===== src/rtl/bsg_vanilla_remote_req_responder.sv =====
// Target-side responder: serves remote load/store/AMO on a 1-cycle DMEM port.
// Define BSG_VANILLA_REMOTE_AMO_EN to build the AMO swap/or/add datapath.
module bsg_vanilla_remote_req_responder #(
    parameter int mem_addr_width_p = 10,
    parameter int reg_id_width_p   = 5
) (
    input  logic                        clk_i,
    input  logic                        reset_n_i,

    input  logic                        req_v_i,
    output logic                        req_ready_o,
    input  logic                        req_write_not_read_i,
    input  logic                        req_is_amo_i,
    input  logic [1:0]                  req_amo_type_i,
    input  logic [3:0]                  req_mask_i,
    input  logic [reg_id_width_p-1:0]   req_reg_id_i,
    input  logic [31:0]                 req_data_i,
    input  logic [31:0]                 req_addr_i,

    output logic                        mem_v_o,
    output logic                        mem_w_o,
    output logic [mem_addr_width_p-1:0] mem_addr_o,
    output logic [31:0]                 mem_data_o,
    output logic [3:0]                  mem_mask_o,
    input  logic [31:0]                 mem_data_i,

    output logic                        resp_v_o,
    input  logic                        resp_ready_i,
    output logic [reg_id_width_p-1:0]   resp_reg_id_o,
    output logic [31:0]                 resp_data_o,
    output logic                        resp_is_write_o,
    output logic                        resp_err_o
);

    typedef enum logic [1:0] {
        IDLE,
        ACCESS,
        WAIT,
        RESP
    } state_e;

    state_e state_r, state_n;

    logic                        accept;
    logic                        addr_err;
    logic                        op_err;

    logic                        w_r;
    logic                        err_r;
    logic [3:0]                  mask_r;
    logic [reg_id_width_p-1:0]   reg_id_r;
    logic [31:0]                 data_r;
    logic [mem_addr_width_p-1:0] addr_r;

    logic [31:0]                 resp_data_r;
    logic                        resp_is_write_r;
    logic                        resp_err_r;

    logic                        unused_ok;

`ifdef BSG_VANILLA_REMOTE_AMO_EN
    logic                        amo_r;
    logic [1:0]                  amo_type_r;
    logic [31:0]                 amo_new;
`endif

    assign req_ready_o = (state_r == IDLE) & reset_n_i;
    assign accept      = req_v_i & req_ready_o;
    assign addr_err    = |req_addr_i[31:2+mem_addr_width_p];

`ifdef BSG_VANILLA_REMOTE_AMO_EN
    assign op_err    = req_is_amo_i & (req_amo_type_i == 2'd3);
    assign unused_ok = ^req_addr_i[1:0];
`else
    assign op_err    = req_is_amo_i;
    assign unused_ok = ^{req_addr_i[1:0], req_amo_type_i};
`endif

    // Errors are resolved at accept so ACCESS only has to branch on one bit.
    always_ff @(posedge clk_i or negedge reset_n_i) begin
        if (!reset_n_i) begin
            w_r      <= 1'b0;
            err_r    <= 1'b0;
            mask_r   <= '0;
            reg_id_r <= '0;
            data_r   <= '0;
            addr_r   <= '0;
        end else if (accept) begin
            w_r      <= req_write_not_read_i & ~req_is_amo_i;
            err_r    <= addr_err | op_err;
            mask_r   <= req_mask_i;
            reg_id_r <= req_reg_id_i;
            data_r   <= req_data_i;
            addr_r   <= req_addr_i[2+:mem_addr_width_p];
        end
    end

`ifdef BSG_VANILLA_REMOTE_AMO_EN
    always_ff @(posedge clk_i or negedge reset_n_i) begin
        if (!reset_n_i) begin
            amo_r      <= 1'b0;
            amo_type_r <= 2'd0;
        end else if (accept) begin
            amo_r      <= req_is_amo_i;
            amo_type_r <= req_amo_type_i;
        end
    end

    always_comb begin
        amo_new = mem_data_i + data_r;
        unique case (amo_type_r)
            2'd0:    amo_new = data_r;
            2'd1:    amo_new = mem_data_i | data_r;
            default: amo_new = mem_data_i + data_r;
        endcase
    end
`endif

    always_ff @(posedge clk_i or negedge reset_n_i) begin
        if (!reset_n_i) begin
            state_r <= IDLE;
        end else begin
            state_r <= state_n;
        end
    end

    always_ff @(posedge clk_i or negedge reset_n_i) begin
        if (!reset_n_i) begin
            resp_data_r     <= '0;
            resp_is_write_r <= 1'b0;
            resp_err_r      <= 1'b0;
        end else begin
            unique case (state_r)
                ACCESS: begin
                    if (err_r | w_r) begin
                        resp_data_r     <= '0;
                        resp_is_write_r <= ~err_r;
                        resp_err_r      <= err_r;
                    end
                end
                WAIT: begin
                    resp_data_r     <= mem_data_i;
                    resp_is_write_r <= 1'b0;
                    resp_err_r      <= 1'b0;
                end
                default: begin
                end
            endcase
        end
    end

    always_comb begin
        state_n    = state_r;
        mem_v_o    = 1'b0;
        mem_w_o    = 1'b0;
        mem_mask_o = 4'h0;
        mem_data_o = '0;
        unique case (state_r)
            IDLE: begin
                if (accept) state_n = ACCESS;
            end
            ACCESS: begin
                if (err_r) begin
                    state_n = RESP;
                end else if (w_r) begin
                    mem_v_o    = 1'b1;
                    mem_w_o    = 1'b1;
                    mem_mask_o = mask_r;
                    mem_data_o = data_r;
                    state_n    = RESP;
                end else begin
                    mem_v_o = 1'b1;
                    state_n = WAIT;
                end
            end
            WAIT: begin
                state_n = RESP;
`ifdef BSG_VANILLA_REMOTE_AMO_EN
                if (amo_r) begin
                    mem_v_o    = 1'b1;
                    mem_w_o    = 1'b1;
                    mem_mask_o = 4'hF;
                    mem_data_o = amo_new;
                end
`endif
            end
            RESP: begin
                if (resp_ready_i) state_n = IDLE;
            end
            default: state_n = IDLE;
        endcase
    end

    assign mem_addr_o      = mem_v_o ? addr_r : '0;
    assign resp_v_o        = (state_r == RESP);
    assign resp_reg_id_o   = reg_id_r;
    assign resp_data_o     = resp_data_r;
    assign resp_is_write_o = resp_is_write_r;
    assign resp_err_o      = resp_err_r;

endmodule


===== config.mk =====
export PLATFORM = sky130hd
export DESIGN_NAME = bsg_vanilla_remote_req_responder
export DESIGN_NICKNAME = d
export VERILOG_FILES = /design/src/rtl/bsg_vanilla_remote_req_responder.sv
export SDC_FILE = /design/constraint.sdc
export NUM_CORES = 1
export LEC_CHECK = 0
export BUFFER_PORTS_ARGS = -buffer_cell sky130_fd_sc_hd__buf_2
export CAP_MARGIN = 20
export CORE_ASPECT_RATIO = 1.5
export CORE_UTILIZATION = 50
export CTS_CLUSTER_DIAMETER = 100
export DETAILED_ROUTE_END_ITERATION = 10
export PLACE_DENSITY_LB_ADDON = 0.15
export SYNTH_ARGS = -nofsm -noshare
export SYNTH_HDL_FRONTEND = slang
export SYNTH_SLANG_ARGS = --single-unit

===== constraint.sdc =====
create_clock -name clk_i -period 4.9 [get_ports clk_i]
set_clock_uncertainty 0.05 [all_clocks]
set_input_delay 0.735 -clock clk_i [delete_from_list [all_inputs] [get_ports clk_i]]
set_output_delay 0.735 -clock clk_i [all_outputs]
set_load 0.01 [all_outputs]

# Word level (Yosys, flattened, before mapping)
# Index checks and enable logic that the tools add are counted.
[totals]
elab_cells = 51
ram_bits = 0
mem_count = 0
out_inout_bits = 89
inputBits = 113
latchBits = 0
rom_bits = 0
ff_bits = 89
[classes]
add_sub_neg = 0
n_eq_ne = 6
n_mul = 0
bitwise = 7
div = 0
reduce_logical = 5
mux = 23
magnitude_cmp = 0
n_shift = 0
[op_table]
columns = ["op", "count"]
rows = [
  ["$mux W32", 4],
  ["$pmux W32 S2", 1],
  ["$reduce_or A20 Y1", 1],
  ["$mux W4", 3],
  ["$mux W10", 1],
  ["$mux W1", 9],
  ["$pmux W2 S4", 1],
  ["$eq A2 B2 Y1 const B", 2],
  ["$mux W2", 2],
  ["$ne A2 B2 Y1 const B", 2],
  ["$pmux W1 S2", 2],
  ["$reduce_and A2 Y1", 2],
  ["$and A1 B1 Y1", 3],
  ["$eq A2 B1 Y1 const B", 1],
  ["$logic_not A2 Y1", 1],
  ["$ne A2 B1 Y1 const B", 1],
  ["$not A1 Y1", 2],
  ["$or A1 B1 Y1", 2],
  ["$reduce_bool A2 Y1", 1],
]

# Longest topological paths before layout
# Gate-level depths: netlist of run 1.
[depth]
word_depth = 5
mapped_depth = 8
mapped_depth_nobuf = 5

# Worst setup path before layout of run 1
# Ideal clock, no wire load.
[synth_path]
kind = "reg-to-output"
from = "reg state_r[1]"
to = "out mem_data_o[0]"
stages_incl_launch_ff = 7
t_arrival_ps = 1395
required_time_ps = 4115
path_buffers = 2
path_slack_ps = 2720
cell_sequence = "dfrtp_1 -> inv_1 -> ha_1 -> nor2b_1 -> buf_2 -> buf_2 -> and3_1"
[synth_via]
elab_chain_len = 2
[synth_rtl]
columns = ["element", "line_no", "source"]
rows = [
  ["start, declared", "42", "state_e state_r, state_n;"],
  ["start signal, assigned", "123", "state_r <= state_n;"],
  ["$eq A2 B1 Y1", "158", "unique case (state_r)"],
  ["$mux W32", "158", ""],
  ["end, declared", "23", "output logic [31:0] mem_data_o,"],
]
# Every way passes these cells.

# Worst setup path in the final report of run 1
[layout_path]
from = "reg state_r[1]"
to = "out mem_data_o[1]"
# The elaborated chain is that of the path after synthesis.

==> flow_summary_export.csv, run 1 <==
group,metric,value,unit
power_and_ir_drop,seq_power_share,39.6,%
critical_path,path_cells,"inv_1, ha_1, nor2b_2, buf_4, and3_1, buf_2",
critical_path,critical_path_class,"reg -> out",
routing,detail-route-antenna-nets,0,
finish,final_util,69.0,%
finish,n_antenna_cell,0,
clock_tree,postCtsSetupRepairBufs,0,
clock_tree,cts_made_buffers,9,
grt,antenna_found_initial,1,
power_and_ir_drop,p_int,2.14,mW
clock_tree,cts_resized,0,
sta,relSlewSlack,28.7,%
floorplanning,num_rows,40,
power_and_ir_drop,p_total,3.22,mW
synth,synthArstFlopShare,100,%
routing,finalWirelength,10100,um
clock_tree,cts-hold-fix-buffers,0,
power_and_ir_drop,vdd_drop_max,0.345,mV
clock_tree,cts_htree_levels,3,
sta,worst_pin_slew,1.07,ns
grt,grt-ovfl-total,0,
routing,drcViolationCount,0,
synth,synth-seq-cells,89,
critical_path,worstSetupStartpointType,"flip-flop",
placement,dpl_cell_area,5080,sq um
finish,layout_common_cells,"196 x buf_2, 186 x nand2_1, 89 x dfrtp_1",
finish,synthToLayoutAreaGrowth,34.7,%
sta,fmax,353,MHz
critical_path,cpPeakStageDelay,0.42,ns
finish,design_area,5490,sq um
clock_tree,root_buffer,"clkbuf_16",
grt,grt_pass1_vias,3470,
routing,vias_per_cell,4.84,
synth,synth_top_area_share,54.7,%
routing,drt_first_pass_iters,4,
synth,yosysSeqAreaShare,54.7,%
finish,final_common_cell,"buf_2",
synth,netlist_instances,451,
synth,synth_cell_type_count,30,
sta,finalSetupViolCount,0,
critical_path,crit_fanout,47,
power_and_ir_drop,p_sw_share,33.8,%
floorplanning,dieArea,8520,sq um
power_and_ir_drop,p_per_area,587,nW/um^2
clock_tree,cts_buffer_depth,2,
critical_path,critPathArrivalTime,2.04,ns
run,drv_cap,0,
finish,fillers,663,
clock_tree,clk_latency,0.33,ns
critical_path,endpoint_kind,"primary output",
floorplanning,die_y,113,um
critical_path,slowest_stage,"dfrtp_1",
synth,yosys_warnings,0,
outcome,outcome,"completed",
sta,slew_violations,0,
floorplanning,coreArea,7960,sq um
sta,rsz0062_at_grt,"false",
finish,drive_gt1_share,34.7,%
floorplanning,die_x,75.7,um
clock_tree,clock-sinks,89,
power_and_ir_drop,p_leak,3.36,nW
synth,synth_flop_cell,"dfrtp_1",
critical_path,rrSetupSlack,2.47,ns
synth,synth_nets,569,
sta,finalSetupTns,0,ns
critical_path,required,4.12,ns
grt,grt_use_total,25.0,%
sta,hold_violations,0,
sta,min_period,2.83,ns
sta,finalCritPeriodShare,57.7,%
power_and_ir_drop,power_frac_clock,26.3,%
power_and_ir_drop,p_comb_share,34.1,%
placement,hpwl,7000,um
floorplanning,start_util,51.2,%
placement,portBuffers,197,
routing,drtIter0Drc,186,
synth,synth.avg_cell_area,9.04,sq um
finish,fin_nets,753,
clock_tree,cts_tree,"built",
synth,synthTopCellsByArea,"dfrtp_1 55%, nand2_1 17%, mux2i_1 7.9%",
synth,syn_area,4080,sq um
synth,synth_edf_count,0,
sta,fin_hold_ws,0.316,ns
clock_tree,clkTransAtPathRegs,0.06,ns
grt,grt_pass1_wl,16200,um
grt,grt_max_degree,54,
floorplanning,io_pins,202,
power_and_ir_drop,power_switching,1.09,mW
hold_path,hold_path_class,"in -> async",
routing,routedWlPerCell,13.6,um
placement,place.gp.congestion,0.772,
synth,synth_largest_area_cell,"dfrtp_1",
routing,vias,3603,
==> registers in the layout, indices dropped and copies added (netlist names) <==
register / cells
resp_data_o: 32
w_r: 1
state_r: 2
mask_r: 4
addr_r: 10
data_r: 32
resp_reg_id_o: 5
err_r: 1
resp_is_write_o: 1
resp_err_o: 1
==> power groups by stage <==
stage	Clock, mW	Combinational [mW]	Sequential, mW
floorplan	0	0.756	1.28
global placement	0	1.04	1.26
detailed placement	0	1.09	1.29
CTS	0.863	1.09	1.28
global route	0.895	1.24	1.33
finish	0.847	1.10	1.28
==> cells in the mapped netlist, types with 2 or more instances <==
| master | instances |
|---|---|
| a22o_1 | 3 |
| and2_1 | 12 |
| and3_1 | 37 |
| buf_2 | 10 |
| buf_6 | 4 |
| clkbuf_1 | 13 |
| dfrtp_1 | 89 |
| ha_1 | 5 |
| inv_1 | 34 |
| mux2i_1 | 32 |
| nand2_1 | 186 |
| nor2_1 | 4 |
| nor2b_1 | 2 |
| nor4_1 | 4 |
==> worst paths after layout <==
kind	startpoint	to	cells past startpoint
max	state_r[1]	mem_data_o[1]	6
min reg2reg	data_r[26]	data_r[26]	2
min	reset_n_i	resp_data_o[5]	1
max reg2reg	w_r	resp_data_o[22]	3
min in group clk_i	data_r[26]	data_r[26]	2
max in group asynchronous	reset_n_i	data_r[26]	2
==> metrics by stage <==
| step | instances | worst slack [ns] |
|---|---|---|
| global placement | 727 | 1.66 |
| CTS | 744 | 2.06 |
| global route | 745 | 1.94 |
| floorplan | 451 | 2.72 |
| detailed placement | 728 | 2.05 |
| finish | 745 | 2.07 |
==> worst max-delay path: cells and delay by family, from the launching register on <==
family	cells	cell delay (ns)
buf+inv	3	0.63
flops	1	0.42
simple gates	2	0.41
fa+ha+maj	1	0.24
==> final cells by class <==
class	instances	area, sq um	share of cell area, %
well taps	105	131	2.39
clock inverters	5	125	2.28
flip-flops and latches	89	2230	40.6
repair buffers	201	1050	19.1
clock buffers	11	253	4.60
multi-input cells	299	1570	28.6
inverters	35	131	2.39
==> cells by family after synthesis <==
family / share of synthesized area, %
multiplexers: 8.14
flip-flops: 54.7
adder cells (fa/ha/maj): 1.54
AND/OR/NAND/NOR: 26.9
buffers and inverters: 6.94
AO/OA/AOI/OAI: 1.81
==> metal layers <==
layer	global-route usage [%]	part of all wire (%)
met2	42.3	52
met4	8.27	1.3
met5	0	0
met1	29.2	39
met3	8.26	8.2
Note: power is estimated with default switching activity, not from simulation.
==> inputs of run 2 (changes only) <==
--- a/config.mk
+++ b/config.mk
@@ -5,10 +5,11 @@
 export SDC_FILE = /design/constraint.sdc
 export NUM_CORES = 1
 export LEC_CHECK = 0
+export ABC_AREA = 1
 export BUFFER_PORTS_ARGS = -buffer_cell sky130_fd_sc_hd__buf_2
 export CAP_MARGIN = 20
 export CORE_ASPECT_RATIO = 1.5
-export CORE_UTILIZATION = 50
+export CORE_UTILIZATION = 46
 export CTS_CLUSTER_DIAMETER = 100
 export DETAILED_ROUTE_END_ITERATION = 10
 export PLACE_DENSITY_LB_ADDON = 0.15
==> constraint.sdc (replaced) <==
create_clock -name clk_i -period 2.85 [get_ports clk_i]
set_clock_uncertainty 0.05 [all_clocks]
set_input_delay 0.4275 -clock clk_i [delete_from_list [all_inputs] [get_ports clk_i]]
set_output_delay 0.4275 -clock clk_i [all_outputs]
set_load 0.01 [all_outputs]
==> flow_summary_export.csv, run 2 <==
group,metric,value,unit
clock_tree,cts_buffer_depth,2,
placement,hpwl,6730,um
power_and_ir_drop,p_leak,3.13,nW
routing,routedWlPerCell,12.1,um
power_and_ir_drop,p_total,4.49,mW
finish,final_util,62.5,%
synth,synth_largest_area_cell,"dfrtp_1",
floorplanning,die_x,78.4,um
sta,setup_ws,0.522,ns
sta,finalCritPeriodShare,81.7,%
critical_path,crit_start,"state_r[1]",
critical_path,required,2.37,ns
synth,syn_area,4020,sq um
sta,worst_pin_slew,0.888,ns
synth,yosys.area_share.simple,25.9,%
sta,finalSetupTns,0,ns
outcome,outcome,"completed",
synth,synth_common_cells,"109 x nand2_1, 89 x dfrtp_1, 67 x nand3_1, 61 x inv_1, 61 x nor2_1",
synth,synth_edf_count,0,
finish,design_area,5290,sq um
synth,synth_nets,597,
clock_tree,clkTransAtPathRegs,0.06,ns
placement,portBuffers,197,
placement,dpl_cell_area,5010,sq um
hold_path,hold_path_class,"in -> async",
critical_path,path_cells,"inv_1, ha_1, nand2_1, inv_1, nand2_1, buf_4, nor2_1, buf_2",
critical_path,worstSetupStartpointType,"flip-flop",
finish,drive_gt1_share,34.0,%
sta,fmax,429,MHz
synth,synth_top_area_share,55.4,%
placement,place.gp.congestion,0.783,
grt,grt-ovfl-total,0,
routing,finalWirelength,9420,um
critical_path,crit_fanout,38,
clock_tree,clk_latency,0.33,ns
critical_path,regToRegEndpoint,"resp_data_o[6]",
routing,detail-route-antenna-nets,0,
run,drv_cap,0,
synth,netlist_instances,479,
finish,final_common_cell,"buf_2",
grt,antenna_found_initial,0,
synth,synth-xor-area-share,0,%
routing,drtIter0Drc,148,
critical_path,crit_buf_inv,4,
synth,synth_compound_area_share,6.81,%
critical_path,rr_worst_depth,4,
clock_tree,cts_made_buffers,9,
synth,synth_cell_type_count,21,
clock_tree,postCtsSetupRepairBufs,0,
finish,layout_common_cells,"196 x buf_2, 109 x nand2_1, 89 x dfrtp_1",
sta,slew_violations,0,
clock_tree,cts-hold-fix-buffers,0,
floorplanning,coreArea,8460,sq um
synth,yosys_warnings,0,
placement,place_ws,0.629,ns
routing,drcViolationCount,0,
clock_tree,cts_tree,"built",
finish,fin_nets,784,
finish,synthToLayoutAreaGrowth,31.6,%
finish,n_antenna_cell,0,
power_and_ir_drop,vdd_drop_max,0.445,mV
critical_path,critPathArrivalTime,1.85,ns
sta,min_period,2.33,ns
synth,yosys.area_share.adder,1.56,%
critical_path,critical_path_class,"reg -> out",
synth,yosysSeqAreaShare,55.4,%
clock_tree,cts_htree_levels,3,
sta,finalSetupViolCount,0,
synth,synth_flop_cell,"dfrtp_1",
synth,synth_top_family_by_area,"simple AND/OR/NAND/NOR gates",
synth,synth-seq-cells,89,
routing,vias,3692,
synth,synth.avg_cell_area,8.40,sq um
grt,grt_pass1_vias,3506,
routing,vias_per_cell,4.75,
floorplanning,die_y,117,um
critical_path,slowest_stage,"dfrtp_1",
synth,synth_mux_area_share,0,%
floorplanning,io_pins,202,
critical_path,cpPeakStageDelay,0.40,ns
clock_tree,cts_resized,0,
grt,grt_max_degree,71,
critical_path,endpoint_kind,"primary output",
sta,rsz0062_at_grt,"false",
grt,grt_use_total,22.1,%
floorplanning,num_rows,41,
routing,drt_first_pass_iters,4,
clock_tree,clock-sinks,89,
critical_path,rrSetupSlack,0.63,ns
floorplanning,dieArea,9130,sq um
power_and_ir_drop,p_per_area,847,nW/um^2
clock_tree,root_buffer,"clkbuf_16",
sta,relSlewSlack,40.6,%
floorplanning,start_util,47.5,%
synth,synth_most_common_cell,"nand2_1",
synth,synthArstFlopShare,100,%
critical_path,cp_top_family,"buffers and inverters",
grt,grt_pass1_wl,15600,um
sta,hold_violations,0,
synth,synthTopCellsByArea,"dfrtp_1 55%, nand2_1 10%, nand3_1 8.3%",
critical_path,r2r_start,"err_r",
-- run 2: metrics by stage --
stage | instances | hold slack (ns)
floorplan | 479 | 0.0819
global placement | 762 | 0.411
detailed placement | 762 | 0.411
CTS | 778 | 0.127
global route | 778 | 0.160
finish | 778 | 0.124
-- run 2: metal layers --
layer | GRT usage [%] | up-vias | part of all wire, %
met5 | 0 | - | 0
met4 | 11.1 | 0 | 2.5
met3 | 4.14 | 15 | 5.2
met2 | 38.4 | 140 | 49
met1 | 26.2 | 1685 | 43
li1 | - | 1852 | -
-- run 2: worst max path at each step --
stage,slack (ns),cells past startpoint,to
floorplan,1.01,6,mem_addr_o[0]
global placement,0.67,4,resp_data_o[27]
detailed placement,0.63,4,resp_data_o[29]
CTS,0.49,8,mem_data_o[25]
global route,0.30,8,mem_data_o[25]
finish,0.52,8,mem_data_o[25]
-- run 2: report_power, final --
group	total (mW)	internal [mW]	switching, mW
clock	1.10	0.633	0.463
combinational	1.47	0.489	0.983
sequential	1.92	1.74	0.178
total	4.49	2.86	1.62
-- run 2: cell type report --
type                    count  area (sq um)
inverters                  63           239
well taps                 107           134
repair buffers            203          1030
clock inverters             5          30.0
flip-flops and latches     89          2230
multi-input cells         300          1380
clock buffers              11           253
fillers                   775          3170
-- run 2: cells by family after synthesis --
logic type                 after synthesis
and+or+nand+nor                        243
adders and majority gates                5
DFF                                     89
buffers and inverters                   90
AOI/OAI and AO/OA                       52
